--- config.mk ---
export PLATFORM = sky130hd
export DESIGN_NAME = noise_gate_flat
export DESIGN_NICKNAME = d
export VERILOG_FILES = /design/src/rtl/noise_gate_if.sv /design/src/rtl/noise_gate.sv /design/src/flat_wrapper.sv
export SDC_FILE = /design/constraint.sdc
export NUM_CORES = 1
export LEC_CHECK = 0
export CAP_MARGIN = 20
export CORE_ASPECT_RATIO = 0.5
export CORE_MARGIN = 8
export CORE_UTILIZATION = 63
export DETAILED_ROUTE_END_ITERATION = 7
export PLACE_DENSITY = 0.89
export SLEW_MARGIN = 15
export SYNTH_ARGS = -nofsm -noshare
export SYNTH_HDL_FRONTEND = slang
export SYNTH_SLANG_ARGS = --single-unit
--- constraint.sdc ---
create_clock -name clk_i -period 12.8 [get_ports clk_i]
set_input_delay 1.92 -clock clk_i [delete_from_list [all_inputs] [get_ports clk_i]]
set_output_delay 1.92 -clock clk_i [all_outputs]
set_load 0.02 [all_outputs]
--- src/rtl/noise_gate_if.sv ---
// noise_gate_if: sample-path bundle between the silence detector tap and the gate.
//   sample_tick_i : one-cycle strobe per audio sample
//   silence_i     : silence flag, meaningful only with sample_tick_i
//   data_i        : signed input sample, valid with sample_tick_i
//   data_o        : gated sample, registered
//   gated_o       : high while the gate is fully closed
// master drives the inputs of the gate; slave is the gate itself.
interface noise_gate_if #(
    parameter int DW = 16
);
    logic          sample_tick_i;
    logic          silence_i;
    logic [DW-1:0] data_i;
    logic [DW-1:0] data_o;
    logic          gated_o;

    modport master (
        output sample_tick_i, silence_i, data_i,
        input  data_o, gated_o
    );

    modport slave (
        input  sample_tick_i, silence_i, data_i,
        output data_o, gated_o
    );
endinterface

--- src/rtl/noise_gate.sv ---
// noise_gate: applies a hold/fade gain envelope to a sample stream, driven by
// a one-bit silence flag. Silence first holds the gate open for HOLD ticks,
// then fades gain by 1 per tick down to zero; signal returning fades gain back
// up by ATTACK_STEP per tick. All state advances only on sample ticks.
//   clk_i   : system clock
//   rst_n_i : asynchronous reset, active low
//   bus     : noise_gate_if slave (tick, silence, data in; data out, gated flag)
module noise_gate #(
    parameter int DW          = 16,
    parameter int RAMP_BW     = 10,
    parameter int HOLD        = 4410,
    parameter int ATTACK_STEP = 8
) (
    input  logic         clk_i,
    input  logic         rst_n_i,
    noise_gate_if.slave  bus
);
    localparam int GW = RAMP_BW + 1;          // gain register width
    localparam int PW = DW + RAMP_BW + 1;     // product width
    localparam int CW = (HOLD > 1) ? $clog2(HOLD) : 1;

    localparam int              GMAX_I = 1 << RAMP_BW;
    localparam logic [GW-1:0]   GMAX   = GW'(GMAX_I);
    localparam logic [GW-1:0]   STEP   = GW'(ATTACK_STEP);
    localparam logic [GW-1:0]   G_ONE  = GW'(1);
    localparam logic [GW-1:0]   G_RISE_TOP = GW'(GMAX_I - ATTACK_STEP);
    localparam logic [CW-1:0]   HOLD_LAST  = CW'(HOLD - 1);

    typedef enum logic [2:0] {
        S_OPEN,
        S_HOLD,
        S_FADE_OUT,
        S_CLOSED,
        S_FADE_IN
    } state_t;

    state_t        state, next_state;
    logic [GW-1:0] gain, next_gain;
    logic [CW-1:0] cnt, next_cnt;

    // Scaling: gain is non-negative, so zero-extend it; the product magnitude
    // never exceeds 2^(DW-1) * GMAX, which fits PW signed bits.
    logic signed [PW-1:0] d_ext, g_ext, prod;
    logic                 unused_prod_bits;

    assign d_ext = {{(RAMP_BW+1){bus.data_i[DW-1]}}, bus.data_i};
    assign g_ext = {{DW{1'b0}}, gain};
    assign prod  = d_ext * g_ext;
    // Taking bits [RAMP_BW +: DW] is the arithmetic right shift by RAMP_BW
    // (floor rounding) followed by truncation to DW bits.
    assign unused_prod_bits = ^{prod[PW-1], prod[RAMP_BW-1:0]};

    always_comb begin
        next_state = state;
        next_gain  = gain;
        next_cnt   = cnt;
        case (state)
            S_OPEN: begin
                if (bus.silence_i) begin
                    next_state = S_HOLD;
                    next_cnt   = '0;
                end
            end
            S_HOLD: begin
                if (!bus.silence_i)
                    next_state = S_OPEN;
                else if (cnt == HOLD_LAST)
                    next_state = S_FADE_OUT;
                else
                    next_cnt = cnt + CW'(1);
            end
            S_FADE_OUT: begin
                if (!bus.silence_i)
                    next_state = S_FADE_IN;
                else if (gain <= G_ONE) begin
                    // <= also covers entry from FADE_IN at gain 0
                    next_gain  = '0;
                    next_state = S_CLOSED;
                end else
                    next_gain = gain - G_ONE;
            end
            S_CLOSED: begin
                if (!bus.silence_i)
                    next_state = S_FADE_IN;
            end
            S_FADE_IN: begin
                if (bus.silence_i)
                    next_state = S_FADE_OUT;
                else if (gain >= G_RISE_TOP) begin
                    next_gain  = GMAX;
                    next_state = S_OPEN;
                end else
                    next_gain = gain + STEP;
            end
            default: begin
                next_state = S_OPEN;
                next_gain  = GMAX;
                next_cnt   = '0;
            end
        endcase
    end

    always_ff @(posedge clk_i or negedge rst_n_i) begin
        if (!rst_n_i) begin
            state      <= S_OPEN;
            gain       <= GMAX;
            cnt        <= '0;
            bus.data_o <= '0;
        end else if (bus.sample_tick_i) begin
            // output uses the gain in effect before this tick's update
            bus.data_o <= prod[RAMP_BW +: DW];
            state      <= next_state;
            gain       <= next_gain;
            cnt        <= next_cnt;
        end
    end

    assign bus.gated_o = (state == S_CLOSED);
endmodule

--- src/flat_wrapper.sv ---
// flat-port wrapper written by rule: the top's interface ports become plain ports
module noise_gate_flat 
#(
    parameter int DW          = 16,
    parameter int RAMP_BW     = 10,
    parameter int HOLD        = 4410,
    parameter int ATTACK_STEP = 8
)
  (clk_i, rst_n_i, bus_sample_tick_i, bus_silence_i, bus_data_i, bus_data_o, bus_gated_o);
  noise_gate_if #(.DW(DW)) bus_i ();
  input  logic clk_i;
  input  logic rst_n_i;
  input wire logic [$bits(bus_i.sample_tick_i)-1:0] bus_sample_tick_i;
  input wire logic [$bits(bus_i.silence_i)-1:0] bus_silence_i;
  input wire logic [$bits(bus_i.data_i)-1:0] bus_data_i;
  output wire logic [$bits(bus_i.data_o)-1:0] bus_data_o;
  output wire logic [$bits(bus_i.gated_o)-1:0] bus_gated_o;
  assign bus_i.sample_tick_i = bus_sample_tick_i;
  assign bus_i.silence_i = bus_silence_i;
  assign bus_i.data_i = bus_data_i;
  assign bus_data_o = bus_i.data_o;
  assign bus_gated_o = bus_i.gated_o;
  noise_gate #(.DW(DW), .RAMP_BW(RAMP_BW), .HOLD(HOLD), .ATTACK_STEP(ATTACK_STEP)) u_core (.clk_i(clk_i), .rst_n_i(rst_n_i), .bus(bus_i));
endmodule
==> summary.txt, run 1 <==
STA
  • Fin Clk Skew: 4.18 ps
  • Final Max Tran Viols: 0
  • Final worst-path cycle share: between 50% and 60%
  • Hold Slack: 512 ps
  • Unrepaired setup endpoints after global routing: no
  • Worst-Margin Slew: 993 ps
  • Final setup TNS: 0 ps
  • Setup violators final: 0
  • Relative slew slack: approximately a third
  • Fmax: 131 MHz
  • Tmin final: 7650 ps
  • Worst setup margin: 5150 ps
  • Hold Fails Final Rpt: 0

Detailed routing
  • Via count: 6611
  • Initial DRC Count: roughly 590
  • Via density: 5.79
  • ANT nets after route: 0
  • Total wire length: 19100 um
  • Drt first pass iters: 5
  • Mean routed wirelength per cell: 16.7 um
  • Drc violations: 0

Critical path
  • CP peak stage delay: 620 ps
  • CP Cell Sequence: clkdlybuf4s50_1 -> and2_1 -> fa_1 -> inv_1 -> fa_1 -> inv_1 -> fa_1 -> fa_1 -> inv_1 -> fa_1 -> inv_1 -> ha_1 -> and3_1 -> a221o_1 -> a2111oi_4 -> nor3_2 -> a2111oi_4 -> xnor2_1 -> mux2_4
  • Crit-path max FO: 11
  • Cell family with most CP delay: adder cells
  • CP Capture Point: u_core.bus.data_o[11]$_DFFE_PN0P_
  • CP Launch Point: bus_data_i[3]
  • R2R depth: 17
  • Slowest cell on crit path: clkdlybuf4s50_1
  • Buf+Inv Stages, Crit Path: 5
  • Worst r2r src: u_core.gain[5]$_DFFE_PN0P_
  • Worst EP arrival: 7820 ps
  • FF-to-FF End: u_core.bus.data_o[11]$_DFFE_PN0P_
  • Critical path depth: 19
  • R2r setup slk: 6630 ps
  • WS Path Type: in -> reg
  • Worst endpoint required time: 12980 ps
  • CP Launch Type: input port
  • Worst setup EP type: register
  • Worst path most repeated cell: fa_1

Floorplanning
  • Die Ht: 98.2 um
  • Initial Util: 63.7%
  • Die X-Extent: 180 um
  • Core Box Area: 13400 um2
  • DIE AREA: 17700 um2
  • Standard-cell row count: 30
  • Total I/O pin count: 37

Global routing
  • Met1 Resource Use GR: 26.7%
  • Most used routing layer in global routing: met2
  • Tot GR Track Use: 22.7%
  • Initial antenna violation count: 0
  • Vias in the first global route: 7344
  • Routing usage on met2: 40.9%
  • GRT met3 Usage: 3.89%
  • First-pass GRT wire length: 33500 um
  • GRT Residual Overflow: 0
  • Pin count of the biggest net entering global routing: 44

Finish
  • Layout Nets: 1196
  • Final Cell Area: 9100 um2
  • Layout cells sized above 1: 3.52%
  • Fillers: 983
  • Layout Utilization: between 60% and 70%
  • ANT cells: 0
  • Synthesis-to-layout area growth: 6.95%

Clocking
  • Post-CTS resize count: 0
  • Worst skew pair latency: between 200 and 300 ps
  • Post-CTS Setup Bufs: 0
  • Clock root cell: clkbuf_16
  • CTS tree: built
  • CTS max path bufs: 2
  • Worst-path clk slew: approximately 60 ps
  • Post-CTS Hold Buffers: 0
  • H-tree lvl count: 2
  • Total CTS buffers: 5
  • Clk sinks: 43

Synth
  • Synthesis Warnings: 0
  • Top FF cell, synth: dfrtp_1
  • Syn Std Cell Area: 8510 um2
  • Netlist cell types: 60
  • Yosys reg bits: 43
  • Synthesized area per cell: approximately 8.8 um2
  • Syn Inst Count: 970
  • EDFF count, synth: 0
  • Ys async rst share: 100%
  • Share of the yosys chip area belonging to registers: ~13%
  • Syn nets: between 1000 and 1500

Pwr
  • PwrDens: about 270 nW/um2
  • Switch share: a little over half
  • Switching power total: 1.31 mW
  • Seq pwr share: 11.5%
  • VDD IR max: just under 0.0002 V
  • Leakage: 4.60 nW
  • Clock Power Share: 6.8%
  • Combinational group share of total power: 81.6%
  • Pint: between 1 and 1.5 mW

Placed design
  • Final HPWL DP: 15100 um
  • RD Place Congestion: just under 0.9
  • Port Buffers: 36
  • Post-Place Setup Slack: 4860 ps
  • DP Area: 8910 um2

Worst hold path
  • HP Class: reg -> reg

Job
  • Number of max-cap violations: 0

Status
  • Status: complete, no violations
==> sequential cells by signal, indices dropped and copies added, names as in the netlist <==
register / cells
u_core.bus.data_o: 16
u_core.cnt: 13
u_core.gain: 11
u_core.state: 3
==> worst min-delay path by stage <==
stage	from	to	slack, ps	cells past startpoint
CTS	u_core.bus.data_o[14]$_DFFE_PN0P_	u_core.bus.data_o[14]$_DFFE_PN0P_	510	2
global route	u_core.bus.data_o[2]$_DFFE_PN0P_	u_core.bus.data_o[2]$_DFFE_PN0P_	530	1
floorplan	u_core.cnt[1]$_DFFE_PN0P_	u_core.cnt[1]$_DFFE_PN0P_	490	2
global placement	u_core.bus.data_o[0]$_DFFE_PN0P_	u_core.bus.data_o[0]$_DFFE_PN0P_	490	1
detailed placement	u_core.bus.data_o[14]$_DFFE_PN0P_	u_core.bus.data_o[14]$_DFFE_PN0P_	500	2
finish	u_core.bus.data_o[2]$_DFFE_PN0P_	u_core.bus.data_o[2]$_DFFE_PN0P_	510	1
==> power by group through the flow <==
stage	Combinational, mW	Sequential (mW)	Clock [mW]
finish	2.00	0.283	0.167
global route	2.27	0.292	0.173
CTS	2.00	0.279	0.167
detailed placement	1.97	0.280	0
global placement	1.87	0.277	0
floorplan	1.53	0.245	0
==> layer usage <==
metal  vias up  wire length, um
met3        62             1300
li1       2964                -
met1      3296             7300
met4         0              678
met2       289             9770
met5         -                0
==> placed cells by master, fill, tap and decap left out, types with 3 or more instances in the layout <==
cell             instances
o22ai_1                  3
inv_1                  211
clkbuf_16                5
ha_1                    59
nor3_1                   7
o21ai_0                 25
nand4_1                  7
buf_4                    3
o211ai_1                 6
a221o_1                  3
or3_1                    5
a31oi_1                  3
xor2_1                  18
o31ai_1                  7
and3_1                  13
nand2_1                143
nand3b_1                 3
mux2_2                  11
nor2_1                  31
fa_1                   152
a21o_1                   5
xnor2_1                 18
dfrtp_1                 42
a21oi_1                 19
clkdlybuf4s50_1         35
nand3_1                 13
nor2b_1                  5
nor4_1                   3
nand2b_1                 4
and2_1                  60
==> stage by stage <==
step           power, mW  cells
5_1_grt             2.74   1142
3_3_place_gp        2.15   1133
6_report            2.45   1142
3_5_place_dp        2.26   1133
4_1_cts             2.44   1141
2_1_floorplan       1.77    970
==> cell families (layout without fill, tap and decap cells) <==
family	Yosys count	in the layout	synth area share (%)
AOI/OAI and AO/OA	95	95	8.01
xor gates and xnor gates	36	36	3.70
adders and majority gates	211	211	44.4
buffers and inverters	263	259	11.7
DFF	43	43	12.7
muxes	14	14	1.87
and+or+nand+nor	308	308	17.7
==> synth_stat cells, types with 5 or more instances <==
master / instances / share of area [%]
a21o_1: 5 / 0.44
a21oi_1: 19 / 1.1
and2_1: 60 / 4.4
and3_1: 13 / 0.96
clkbuf_1: 45 / 2.0
dfrtp_1: 42 / 12
fa_1: 152 / 36
ha_1: 59 / 8.7
inv_1: 211 / 9.3
mux2_2: 11 / 1.5
nand2_1: 143 / 6.3
nand3_1: 13 / 0.76
nand4_1: 7 / 0.51
nor2_1: 31 / 1.4
nor2b_1: 5 / 0.37
nor3_1: 7 / 0.41
o211ai_1: 6 / 0.53
o21ai_0: 25 / 1.5
o31ai_1: 7 / 0.62
or3_1: 5 / 0.37
xnor2_1: 18 / 1.9
xor2_1: 18 / 1.9
==> final cells by class <==
class                   count  area, um2  area share (%)
clock buffers               6        129            1.42
clock inverters             2       60.1           0.660
inverters                 211        792            8.70
multi-input cells         664       6440            70.8
flip-flops and latches     43       1080            11.8
well taps                 176        220            2.42
repair buffers             40        383            4.21
Power figures use the tool's default switching activity.
==> run 2: changes to the inputs <==
--- a/config.mk
+++ b/config.mk
@@ -8,9 +8,9 @@
 export CAP_MARGIN = 20
 export CORE_ASPECT_RATIO = 0.5
 export CORE_MARGIN = 8
-export CORE_UTILIZATION = 63
+export CORE_UTILIZATION = 58
 export DETAILED_ROUTE_END_ITERATION = 7
-export PLACE_DENSITY = 0.89
+export PLACE_DENSITY = 0.87
 export SLEW_MARGIN = 15
 export SYNTH_ARGS = -nofsm -noshare
 export SYNTH_HDL_FRONTEND = slang
==> constraint.sdc (replaced) <==
create_clock -name clk_i -period 7 [get_ports clk_i]
set_input_delay 1.05 -clock clk_i [delete_from_list [all_inputs] [get_ports clk_i]]
set_output_delay 1.05 -clock clk_i [all_outputs]
set_load 0.02 [all_outputs]
==> run 2 against run 1 <==
Net effect: cell count is 3.2% higher; sequential cell count stayed put; sequential share of layout area is 0.20 points lower; clock power is 80% higher; critical endpoint unchanged; largest cell class unchanged; highest routed layer unchanged.
==> summary.txt, run 2 (synthesized netlist as in run 1, its figures left out) <==
Placed design
  • Port Buffers: 36 (unchanged)
  • Post-Place Setup Slack: 96.3 ps (-4770 ps)
  • Placed cells: 1170 (+3.3%)
  • RD Place Congestion: 0.910 (+3.1%)
  • Final HPWL DP: 15600 um (+3.1%)
  • DP Area: 9050 um2 (+1.6%)

Finish
  • ANT cells: 0 (unchanged)
  • Commonest non-fill, non-tap cell in the layout: inv_1
  • Layout Nets: 1211 (+1.3%)
  • Largest regs: u_core.bus.data_o (16), u_core.cnt (13), u_core.gain (11)
  • Area of the multi-input gates: 6440 um2 (unchanged)
  • Max FFs per register: 16 (unchanged)
  • Layout Utilization: 64.4% (-3.8 points)
  • Fillers: 1083 (+10%)
  • Reg with most FFs: u_core.bus.data_o
  • Commonest non-fill, non-tap cells in the layout: inv_1, fa_1, nand2_1
  • Register area: 1080 um2 (unchanged)
  • Synthesis-to-layout area growth: 8.77%
  • Layout cells sized above 1: 4.99% (+1.5 points)
  • Final Cell Area: 9260 um2 (+1.7%)
  • Non-filler cells, final: 1179 (+3.2%)

Pwr
  • Combinational group share of total power: 81.9% (+0.3 points)
  • Seq pwr share: 11.4% (about the same)
  • VDD IR max: 0.000338 V (+71%)
  • PwrDens: 490 nW/um2 (+82%)
  • Switch share: 53.6% (+0.23 points)
  • Pwr Total: 4.54 mW (+85%)
  • Clock Power Share: 6.6% (-0.2 points)
  • Switching power total: 2.43 mW (+86%)
  • Leakage: 4.67 nW (+1.7%)
  • Pint: 2.11 mW (+84%)

Global routing
  • Vias in the first global route: 7495 (+2.1%)
  • First-pass GRT wire length: 34300 um (+2.2%)
  • Pin count of the biggest net entering global routing: 44 (unchanged)
  • Tot GR Track Use: 21.9% (-0.76 points)
  • GRT Residual Overflow: 0 (unchanged)
  • Initial antenna violation count: 0 (unchanged)

Critical path
  • Worst setup EP type: register
  • WS Path Type: in -> reg
  • Worst r2r src: u_core.gain[8]$_DFFE_PN0P_
  • Worst EP arrival: 6780 ps (-1040 ps)
  • Crit-path max FO: 10 (-1)
  • CP Launch Type: input port
  • CP Launch Point: bus_data_i[3]
  • Worst endpoint required time: 7180 ps (-5800 ps)

STA
  • Final Max Tran Viols: 0 (unchanged)
  • Worst setup margin: 398 ps (-4750 ps)
  • Setup violators final: 0 (unchanged)
  • Relative slew slack: 38.1% (+4.8 points)
  • Fin Clk Skew: 4.20 ps (+0.0160 ps)
  • Final worst-path cycle share: a little over nine tenths
  • Fmax: between 150 and 200 MHz
  • Hold Slack: 507 ps (-4.25 ps)
  • Unrepaired setup endpoints after global routing: no
  • Final setup TNS: 0 ps (unchanged)
  • Tmin final: 6600 ps
  • Worst-Margin Slew: 928 ps (-64.5 ps)
  • Hold Fails Final Rpt: 0 (unchanged)

Clocking
  • CTS tree: built
  • Total CTS buffers: 5 (unchanged)
  • Clk sinks: 43 (unchanged)
  • Post-CTS Setup Bufs: 0 (unchanged)
  • Post-CTS resize count: 0 (unchanged)
  • Worst skew pair latency: 290 ps (about the same)
  • Post-CTS Hold Buffers: 0 (unchanged)
  • Worst-path clk slew: 60 ps (about the same)
  • H-tree lvl count: 2 (unchanged)
  • Clock root cell: clkbuf_16
  • CTS max path bufs: 2 (unchanged)

Detailed routing
  • Drc violations: 0 (unchanged)
  • Via count: 6719 (+1.6%)
  • Mean routed wirelength per cell: 16.9 um (+1.1%)
  • Drt first pass iters: 5 (unchanged)
  • Initial DRC Count: 547 (-7.8%)
  • ANT nets after route: 0 (unchanged)
  • Via density: 5.70 (-1.6%)
  • Total wire length: 19900 um (+4.4%)

Floorplanning
  • DIE AREA: 19000 um2 (+7.5%)
  • Die Ht: 102 um (+3.5%)
  • Die X-Extent: 187 um (+3.8%)
  • Initial Util: 59.2% (-4.5 points)
  • Standard-cell row count: 31 (+3.3%)
  • Total I/O pin count: 37 (unchanged)
  • Core Box Area: 14400 um2 (+7.7%)

Job
  • Number of max-cap violations: 0 (unchanged)

Status
  • Status: complete, no violations

Worst hold path
  • HP Class: reg -> reg
  • Hold_sp: u_core.bus.data_o[7]$_DFFE_PN0P_
==> run 2: final timing paths <==
| path | to | slack, ps | depth (start not counted) |
|---|---|---|---|
| hold / removal | u_core.bus.data_o[7]$_DFFE_PN0P_ | 510 | 1 |
| max in group asynchronous | u_core.gain[10]$_DFFE_PN1P_ | 5840 | 2 |
| hold reg to reg | u_core.bus.data_o[7]$_DFFE_PN0P_ | 510 | 1 |
| min in group asynchronous | u_core.bus.data_o[6]$_DFFE_PN0P_ | 620 | 1 |
| setup / recovery | u_core.bus.data_o[11]$_DFFE_PN0P_ | 400 | 19 |
| setup reg to reg | u_core.bus.data_o[11]$_DFFE_PN0P_ | 800 | 18 |
==> run 2: critical path, stage by stage <==
cell and delay, ps:
clkdlybuf4s50_1 520, buf_4 190, nand2_1 90, fa_1 460, fa_1 550, inv_1 50, fa_1 470, fa_1 560
inv_1 60, fa_1 530, inv_1 50, ha_1 350, and3_1 210, a221o_1 380, a2111oi_4 440, nor3_2 120
a2111oi_4 350, xnor2_1 100, mux2_4 260
==> run 2: power groups by stage <==
stage          Combinational [mW]  Clock (mW)  Sequential [mW]
6_report                     3.72       0.301            0.518
5_1_grt                      4.21       0.316            0.534
4_1_cts                      3.70       0.303            0.510
3_5_place_dp                 3.63           0            0.511
3_3_place_gp                 3.48           0            0.504
2_1_floorplan                2.79           0            0.448
==> run 2: layout make-up <==
cell class / instances / area share, %
repair buffers: 55 / 5.51
clock buffers: 6 / 1.39
inverters: 211 / 8.55
clock inverters: 2 / 0.649
flip-flops and latches: 43 / 11.6
multi-input cells: 664 / 69.6
well taps: 198 / 2.68
==> run 2: routing by layer <==
metal  global-route usage (%)  share of wire (%)
met5                        0                  0
met4                     9.22                3.3
met3                     3.40                7.4
met2                     40.1                 51
met1                     25.8                 39
